[config.mk]
export PLATFORM = sky130hd
export DESIGN_NAME = peak_window_ctrl_flat
export DESIGN_NICKNAME = d
export VERILOG_FILES = /design/src/rtl/peak_window_ctrl_if.sv /design/src/rtl/peak_window_ctrl.sv /design/src/flat_wrapper.sv
export SDC_FILE = /design/constraint.sdc
export NUM_CORES = 1
export LEC_CHECK = 0
export BUFFER_PORTS_ARGS = -buffer_cell sky130_fd_sc_hd__buf_2
export CAP_MARGIN = 20
export CORE_MARGIN = 3
export CORE_UTILIZATION = 33
export DETAILED_ROUTE_END_ITERATION = 10
export SLEW_MARGIN = 25
export SYNTH_ARGS = -nofsm -noshare
export SYNTH_HDL_FRONTEND = slang
export SYNTH_SLANG_ARGS = --single-unit
[constraint.sdc]
create_clock -name i_clk -period 5.75 [get_ports i_clk]
set_input_delay 0.8625 -clock i_clk [delete_from_list [all_inputs] [get_ports i_clk]]
set_output_delay 0.8625 -clock i_clk [all_outputs]
set_load 0.01 [all_outputs]
[src/rtl/peak_window_ctrl_if.sv]
// Sample stream, arming threshold and peak report bundle for peak_window_ctrl.
// The slave side is the peak detector; the master side is the upstream filter / sink.
interface peak_window_ctrl_if #(
   parameter int unsigned DATA_WIDTH = 11,
   parameter int unsigned CNT_WIDTH  = 16
);
   logic                         i_ce;
   logic signed [DATA_WIDTH-1:0] i_signal;
   logic                         i_signal_valid;
   logic signed [DATA_WIDTH-1:0] i_threshold;
   logic signed [DATA_WIDTH-1:0] o_peak;
   logic        [CNT_WIDTH-1:0]  o_peak_idx;
   logic                         o_peak_valid;
   logic                         o_busy;

   modport master (
      output i_ce, i_signal, i_signal_valid, i_threshold,
      input  o_peak, o_peak_idx, o_peak_valid, o_busy
   );

   modport slave (
      input  i_ce, i_signal, i_signal_valid, i_threshold,
      output o_peak, o_peak_idx, o_peak_valid, o_busy
   );
endinterface

[src/rtl/peak_window_ctrl.sv]
// Threshold-armed windowed peak search: tracks the signed maximum and its sample index
// over WIN_LEN accepted samples, reports once, then blanks for REFRACT_LEN samples.
module peak_window_ctrl #(
   parameter int unsigned DATA_WIDTH  = 11,
   parameter int unsigned WIN_LEN     = 64,
   parameter int unsigned REFRACT_LEN = 40,
   parameter int unsigned CNT_WIDTH   = 16
) (
   input  logic              i_clk,
   input  logic              i_nrst,
   peak_window_ctrl_if.slave bus
);

   typedef enum logic [1:0] {IDLE, SEARCH, REPORT, REFRACT} state_t;

   localparam int unsigned WIN_W   = $clog2(WIN_LEN + 1);
   localparam int unsigned REF_MAX = (REFRACT_LEN < 1) ? 1 : REFRACT_LEN;
   localparam int unsigned REF_W   = $clog2(REF_MAX + 1);
   localparam logic [WIN_W-1:0] WIN_LAST = WIN_W'(WIN_LEN - 1);
   localparam logic [REF_W-1:0] REF_LAST = REF_W'(REF_MAX - 1);

   state_t                       state_q, state_d;
   logic [CNT_WIDTH-1:0]         sample_q, sample_d;
   logic [WIN_W-1:0]             win_q, win_d;
   logic [REF_W-1:0]             ref_q, ref_d;
   logic signed [DATA_WIDTH-1:0] max_q, max_d;
   logic [CNT_WIDTH-1:0]         idx_q, idx_d;
   logic signed [DATA_WIDTH-1:0] peak_q, peak_d;
   logic [CNT_WIDTH-1:0]         peak_idx_q, peak_idx_d;
   logic                         accept;

   assign accept = bus.i_ce && bus.i_signal_valid;

   always_ff @(posedge i_clk or negedge i_nrst) begin
      if (!i_nrst) begin
         state_q    <= IDLE;
         sample_q   <= '0;
         win_q      <= '0;
         ref_q      <= '0;
         max_q      <= '0;
         idx_q      <= '0;
         peak_q     <= '0;
         peak_idx_q <= '0;
      end else begin
         state_q    <= state_d;
         sample_q   <= sample_d;
         win_q      <= win_d;
         ref_q      <= ref_d;
         max_q      <= max_d;
         idx_q      <= idx_d;
         peak_q     <= peak_d;
         peak_idx_q <= peak_idx_d;
      end
   end

   always_comb begin
      state_d    = state_q;
      sample_d   = sample_q;
      win_d      = win_q;
      ref_d      = ref_q;
      max_d      = max_q;
      idx_d      = idx_q;
      peak_d     = peak_q;
      peak_idx_d = peak_idx_q;

      if (accept) sample_d = sample_q + CNT_WIDTH'(1);

      unique case (state_q)
         IDLE: begin
            if (accept && (bus.i_signal > bus.i_threshold)) begin
               max_d   = bus.i_signal;
               idx_d   = sample_q;
               win_d   = WIN_W'(1);
               state_d = (WIN_LEN == 1) ? REPORT : SEARCH;
            end
         end
         SEARCH: begin
            if (accept) begin
               // Strict compare so ties keep the earlier index.
               if (bus.i_signal > max_q) begin
                  max_d = bus.i_signal;
                  idx_d = sample_q;
               end
               win_d = win_q + WIN_W'(1);
               if (win_q == WIN_LAST) state_d = REPORT;
            end
         end
         REPORT: begin
            // The sample accepted here is never evaluated but counts as refractory.
            ref_d = accept ? REF_W'(1) : '0;
            if (REFRACT_LEN == 0) begin
               ref_d   = '0;
               state_d = IDLE;
            end else if ((REFRACT_LEN == 1) && accept) begin
               state_d = IDLE;
            end else begin
               state_d = REFRACT;
            end
         end
         REFRACT: begin
            if (accept) begin
               ref_d = ref_q + REF_W'(1);
               if (ref_q == REF_LAST) state_d = IDLE;
            end
         end
         default: state_d = IDLE;
      endcase

      // Load the report registers on entry so they are valid alongside the strobe.
      if ((state_d == REPORT) && (state_q != REPORT)) begin
         peak_d     = max_d;
         peak_idx_d = idx_d;
      end
   end

   assign bus.o_peak       = peak_q;
   assign bus.o_peak_idx   = peak_idx_q;
   assign bus.o_peak_valid = (state_q == REPORT);
   assign bus.o_busy       = (state_q != IDLE);

endmodule

[src/flat_wrapper.sv]
// flat-port wrapper written by rule: the top's interface ports become plain ports
module peak_window_ctrl_flat 
#(
   parameter int unsigned DATA_WIDTH  = 11,
   parameter int unsigned WIN_LEN     = 64,
   parameter int unsigned REFRACT_LEN = 40,
   parameter int unsigned CNT_WIDTH   = 16
)
  (i_clk, i_nrst, bus_i_ce, bus_i_signal, bus_i_signal_valid, bus_i_threshold, bus_o_peak, bus_o_peak_idx, bus_o_peak_valid, bus_o_busy);
  peak_window_ctrl_if #(.DATA_WIDTH(DATA_WIDTH), .CNT_WIDTH(CNT_WIDTH)) bus_i ();
  input  logic i_clk;
  input  logic i_nrst;
  input wire logic [$bits(bus_i.i_ce)-1:0] bus_i_ce;
  input wire logic [$bits(bus_i.i_signal)-1:0] bus_i_signal;
  input wire logic [$bits(bus_i.i_signal_valid)-1:0] bus_i_signal_valid;
  input wire logic [$bits(bus_i.i_threshold)-1:0] bus_i_threshold;
  output wire logic [$bits(bus_i.o_peak)-1:0] bus_o_peak;
  output wire logic [$bits(bus_i.o_peak_idx)-1:0] bus_o_peak_idx;
  output wire logic [$bits(bus_i.o_peak_valid)-1:0] bus_o_peak_valid;
  output wire logic [$bits(bus_i.o_busy)-1:0] bus_o_busy;
  assign bus_i.i_ce = bus_i_ce;
  assign bus_i.i_signal = bus_i_signal;
  assign bus_i.i_signal_valid = bus_i_signal_valid;
  assign bus_i.i_threshold = bus_i_threshold;
  assign bus_o_peak = bus_i.o_peak;
  assign bus_o_peak_idx = bus_i.o_peak_idx;
  assign bus_o_peak_valid = bus_i.o_peak_valid;
  assign bus_o_busy = bus_i.o_busy;
  peak_window_ctrl #(.DATA_WIDTH(DATA_WIDTH), .WIN_LEN(WIN_LEN), .REFRACT_LEN(REFRACT_LEN), .CNT_WIDTH(CNT_WIDTH)) u_core (.i_clk(i_clk), .i_nrst(i_nrst), .bus(bus_i));
endmodule
# Word level (Yosys, flattened, before mapping)
# Cells that the tools add are included.
dict set report word_totals {
  regBits 85
  input_bits 26
  out_inout_bits 29
  elab_cells 52
}
dict set report op_classes {
  n_addsub 3
  order_cmp 2
  eq_ne 10
  n_mux 20
  reduce_logical 9
}
# operator n
set op_table {}
lappend op_table {{16-bit two-way mux} 3}
lappend op_table {{11-bit two-way mux} 3}
lappend op_table {{16-bit case mux with 2 select lines} 1}
lappend op_table {{11-bit greater-than comparator} 2}
lappend op_table {{11-bit case mux with 2 select lines} 1}
lappend op_table {{16-bit by 1-bit adder with 16-bit output, second input constant} 1}
lappend op_table {{7-bit two-way mux} 2}
lappend op_table {{7-bit case mux with 2 select lines} 1}
lappend op_table {{6-bit case mux with 2 select lines} 1}
lappend op_table {{2-bit two-way mux} 5}
lappend op_table {{2-bit case mux with 4 select lines} 1}
lappend op_table {{7-bit by 1-bit adder with 7-bit output, second input constant} 1}
lappend op_table {{7-bit by 6-bit == test with 1-bit output, second input constant} 1}
lappend op_table {{6-bit by 1-bit adder with 6-bit output, second input constant} 1}
lappend op_table {{2-bit == test, second input constant} 3}
lappend op_table {{6-bit == test, second input constant} 1}
lappend op_table {{6-bit two-way mux} 1}
lappend op_table {{2-bit by 1-bit inequality test with 1-bit output, second input constant} 3}
lappend op_table {{2-bit nonzero test} 3}
lappend op_table {{1-bit logical AND} 3}
lappend op_table {{3-bit AND reduction} 1}
lappend op_table {{2-bit by 1-bit == test with 1-bit output, second input constant} 1}
lappend op_table {{2-bit logical NOT} 1}
lappend op_table {{2-bit inequality test, second input constant} 1}
lappend op_table {{other kinds (2)} 2}

# Logic depth before layout (Yosys ltp)
dict set report depth {
  word_depth 6
  mapped_depth 8
  depth_no_buf 7
}

# Least setup slack after synthesis
# OpenSTA, ideal clock, no wires.
dict set report synth_timing {
  path_kind {input -> register}
  from {input port bus_i_threshold[9]}
  to {register u_core.max_q[1]}
  setup_time_ns 0.128
  arrival_time_ns 2.743
  required_ns 5.622
  path_slack_ns 2.879
  path_stages 8
  n_path_buf 1
  path_cell_list {inv_1 > ha_1 > nand4_1 > a211oi_1 > a2111oi_2 > o32ai_4 > buf_6 > mux2_1}
}
dict set report synth_via {
  elab_chain_cells 4
}
# element line_no
set synth_rtl {}
lappend synth_rtl {{start, declared} flat_wrapper.sv:16} ;# input wire logic [$bits(bus_i.i_threshold)-1:0] bus_i_threshold;
lappend synth_rtl {{11-bit greater-than comparator} peak_window_ctrl.sv:70} ;# if (accept && (bus.i_signal > bus.i_threshold)) begin
lappend synth_rtl {{1-bit logical AND} peak_window_ctrl.sv:70}
lappend synth_rtl {{11-bit two-way mux} peak_window_ctrl.sv:70}
lappend synth_rtl {{11-bit case mux with 2 select lines} peak_window_ctrl.sv:68} ;# unique case (state_q)
lappend synth_rtl {{via u_core.max_d[1]} peak_window_ctrl.sv:26} ;# logic signed [DATA_WIDTH-1:0] max_q, max_d;
lappend synth_rtl {{end signal, assigned} peak_window_ctrl.sv:49} ;# max_q <= max_d;
lappend synth_rtl {{end, declared} peak_window_ctrl.sv:26}
# The timed path passes the listed nets, and every way through them passes these cells.
# A chain may end at the register's enable or synchronous reset.

# Worst setup path after layout
dict set report layout_timing {
  from {input port bus_i_signal[9]}
  to {register u_core.idx_q[0]}
}
dict set report layout_via {
  elab_chain_cells 4
  elab_cells_between_ends 7
  cone_classes {2 x order compare; 4 x mux; 1 x reduce/logical}
}
# element line_no
set layout_rtl {}
lappend layout_rtl {{start, declared} flat_wrapper.sv:14} ;# input wire logic [$bits(bus_i.i_signal)-1:0] bus_i_signal;
lappend layout_rtl {{11-bit greater-than comparator, on equally long branches} {peak_window_ctrl.sv:80, peak_window_ctrl.sv:70}}
lappend layout_rtl {{16-bit two-way mux / 1-bit logical AND (equally long branches)} {peak_window_ctrl.sv:80, peak_window_ctrl.sv:70}}
lappend layout_rtl {{16-bit two-way mux, on equally long branches} {peak_window_ctrl.sv:78, peak_window_ctrl.sv:70}}
lappend layout_rtl {{16-bit case mux with 2 select lines *} peak_window_ctrl.sv:68}
lappend layout_rtl {{via u_core.idx_d[0]} peak_window_ctrl.sv:27} ;# logic [CNT_WIDTH-1:0] idx_q, idx_d;
lappend layout_rtl {{end signal, assigned} peak_window_ctrl.sv:50} ;# idx_q <= idx_d;
lappend layout_rtl {{end, declared} peak_window_ctrl.sv:27}
# Mark *: on every way through the listed nets, which the timed path passes. The rest lies on a longest branch.

==> impl_metrics.csv <==
group,metric,value,unit
cells_and_area,fin_cells,664,
synthesis,synth_cell_types,46,
worst_setup_path,path_delay_family,"compound AO/OA/AOI/OAI gates",
synthesis,synth_ff_type,"dfrtp_1",
route,wl_per_cell,15.8,µm
cells_and_area,drive_gt1_frac,0.187,
floorplanning,io_pins,55,
synthesis,ys_ff_latch,85,
sta,clock.fmax,0.326,GHz
worst_setup_path,crit_buf_inv,2,
cells_and_area,fillers,1295,
global_route,grt_pass1_vias,3572,
worst_setup_path,cp_slowest_cell,"o32ai_4",
cts,cts_sinks,85,
synthesis,syn_nets,488,
route,vias,3494,
sta,hold_violations,0,
sta,fin_tns_setup,0,ps
worst_setup_path,critPathMaxFanout,21,
cts,clk_transition_reported_paths,70,ps
cts,cts_made_buffers,9,
cells_and_area,area_growth,16.9,%
floorplanning,dieArea,14900,µm²
worst_setup_path,cp.required,5970,ps
job,drv_cap,0,
worst_setup_path,critPathKind,"in -> reg",
cells_and_area,diodes,0,
cts,post_cts_resized,0,
sta,fin_crit,3070,ps
floorplanning,die_width,122,µm
global_route,grtUsageTotal,0.149,
floorplanning,core,12900,µm²
floorplanning,die_h,122,µm
worst_setup_path,max_stage_delay,540,ps
place,place_inst,648,
sta,maxSlewViolCount,0,
cts,clock_latency,340,ps
synthesis,yosysWarnings,0,
floorplanning,rows,41,
cts,hold_buffers,0,
sta,min_period_over_period,0.534,
sta,slew_headroom,0.376,
place,place.gp.congestion,0.821,
synthesis,ys_seq_area_frac,0.477,
global_route,overflow,0,
route,antenna_left,0,
power,peakVddDrop,0.000163,V
synthesis,synthArstFlopShare,1.00,
cts,clock_tree.buffer_depth,2,
cts,h-tree-depth,3,
synthesis,syn-cell-area,4460,µm²
worst_setup_path,cp.arrival,3290,ps
status,status,"finished clean",
cts,cts-root-buf,"clkbuf_16",
synthesis,postSynthAreaPerCell,10.2,µm²
synthesis,synth_edf_count,0,
cts,cts_tree,"yes",
worst_setup_path,startpoint_type,"primary input",
sta,setup_viol,0,
global_route,antenna_found_initial,0,
route,drt-initial-drc-count,176,
cells_and_area,final_nets,538,
route,via_per_inst,5.26,
worst_setup_path,cp_cell_sequence,"buf_2 > ha_1 > nand4_1 > a211oi_1 > a2111oi_2 > o32ai_4 > buf_4 > mux2_2",
global_route,grt_pass1_wl,17.7,mm
place,dpl.hpwl,7.15,mm
power,p_leak,0.00242,µW
floorplanning,initial_core_util,0.345,
sta,rsz0062_at_grt,"false",
sta,skew,6.99,ps
route,drcViolationCount,0,
global_route,grt_max_degree,86,
synthesis,synthCells,437,
place,port_buffers,54,
worst_setup_path,crit_path_end_kind,"flop",
hold_path,min_path_type,"reg -> reg",
power,power.density,351,nW/µm²
sta,tightest_slew,929,ps
route,dr.pass1.iters,4,
cells_and_area,regArea,2130,µm²
cells_and_area,multi_input_area,2130,µm²
cts,cts_setup_buffers,0,
route,routed_wl,10.5,mm
-- state kept, by name, indices dropped and copies added (netlist names) --
register / cells
u_core.bus.o_peak_idx: 16
u_core.idx_q: 16
u_core.sample_q: 16
u_core.bus.o_peak: 11
u_core.max_q: 11
u_core.win_q: 7
u_core.ref_q: 6
u_core.state_q: 2
-- through the flow --
stage | total power [µW] | cell area (µm²) | hold WS (ps) | util | setup slack [ps]
6_report | 1830 | 5210 | 488 | 0.403 | 2680
3_3_place_gp | 1230 | 4910 | 469 | 0.380 | 2400
3_5_place_dp | 1240 | 4910 | 475 | 0.380 | 2350
4_1_cts | 1840 | 5210 | 494 | 0.403 | 2700
5_1_grt | 1940 | 5210 | 513 | 0.403 | 2540
2_1_floorplan | 1100 | 4460 | 458 | - | 2880
-- synthesized netlist by cell type, types with 4 or more instances --
master | instances | area [µm²]
mux2_1 | 13 | 146
buf_2 | 5 | 25.0
nand4_1 | 29 | 181
inv_1 | 31 | 116
a32oi_1 | 7 | 61.3
nand2_1 | 71 | 267
nand3_1 | 10 | 50.1
mux2i_1 | 8 | 80.1
xor2_1 | 8 | 70.1
nor3_1 | 4 | 20.0
mux2_2 | 8 | 90.1
o21ai_0 | 11 | 55.1
o211ai_1 | 21 | 158
o31ai_1 | 7 | 52.6
a21oi_1 | 8 | 40.0
dfrtp_1 | 85 | 2130
clkbuf_1 | 13 | 48.8
nor2_1 | 19 | 71.3
xnor2_1 | 12 | 105
ha_1 | 25 | 313
-- cells in the final DEF, fill, tap and decap left out, types with 9 or more instances in the layout --
master	synthesis	layout
buf_2	5	53
o211ai_1	21	21
nand3_1	10	10
o21ai_0	11	11
nand4_1	29	29
xnor2_1	12	12
nor2_1	19	19
nand2_1	71	71
ha_1	25	25
dfrtp_1	85	85
inv_1	31	31
mux2_1	13	13
clkbuf_16	0	9
-- worst paths after layout --
kind	start	end	slack [ps]	cells after the start
max	bus_i_signal[9]	u_core.idx_q[0]	2680	8
min	u_core.idx_q[12]	u_core.idx_q[12]	490	1
max reg2reg	u_core.state_q[1]	u_core.idx_q[0]	2750	6
min reg2reg	u_core.idx_q[12]	u_core.idx_q[12]	490	1
max in group asynchronous	i_nrst	u_core.sample_q[4]	4620	1
min in group asynchronous	i_nrst	u_core.bus.o_peak[5]	570	1
-- where the power goes --
part / internal, µW / total, µW / switching (µW)
registers: 705 / 792 / 87.1
logic: 180 / 446 / 266
clock network: 342 / 590 / 249
total: 1230 / 1830 / 602
-- final cells by class --
type,count,area share
clock buffer,10,0.0439
sequential,85,0.408
tap,172,0.0413
timing repair buffer,60,0.0617
inverter,31,0.0223
clock inverter,6,0.0137
multi-input combinational,300,0.409
-- kinds of logic (layout without fill, tap and decap cells) --
logic type / after synthesis / in the layout / synth area share
AOI/OAI and AO/OA: 72 / 72 / 0.128
xor gates and xnor gates: 20 / 20 / 0.0393
adders and majority gates: 25 / 25 / 0.0701
buffers and inverters: 52 / 107 / 0.0502
DFF: 85 / 85 / 0.477
muxes: 29 / 29 / 0.0710
and+or+nand+nor: 154 / 154 / 0.164
-- per-layer routing --
layer	track usage	vias to the layer above	share of wire
li1	-	1661	-
met1	0.201	1729	0.47
met2	0.237	92	0.46
met3	0.0304	12	0.058
met4	0.0539	0	0.015
met5	0	-	0
(Power assumes the default switching activity.)
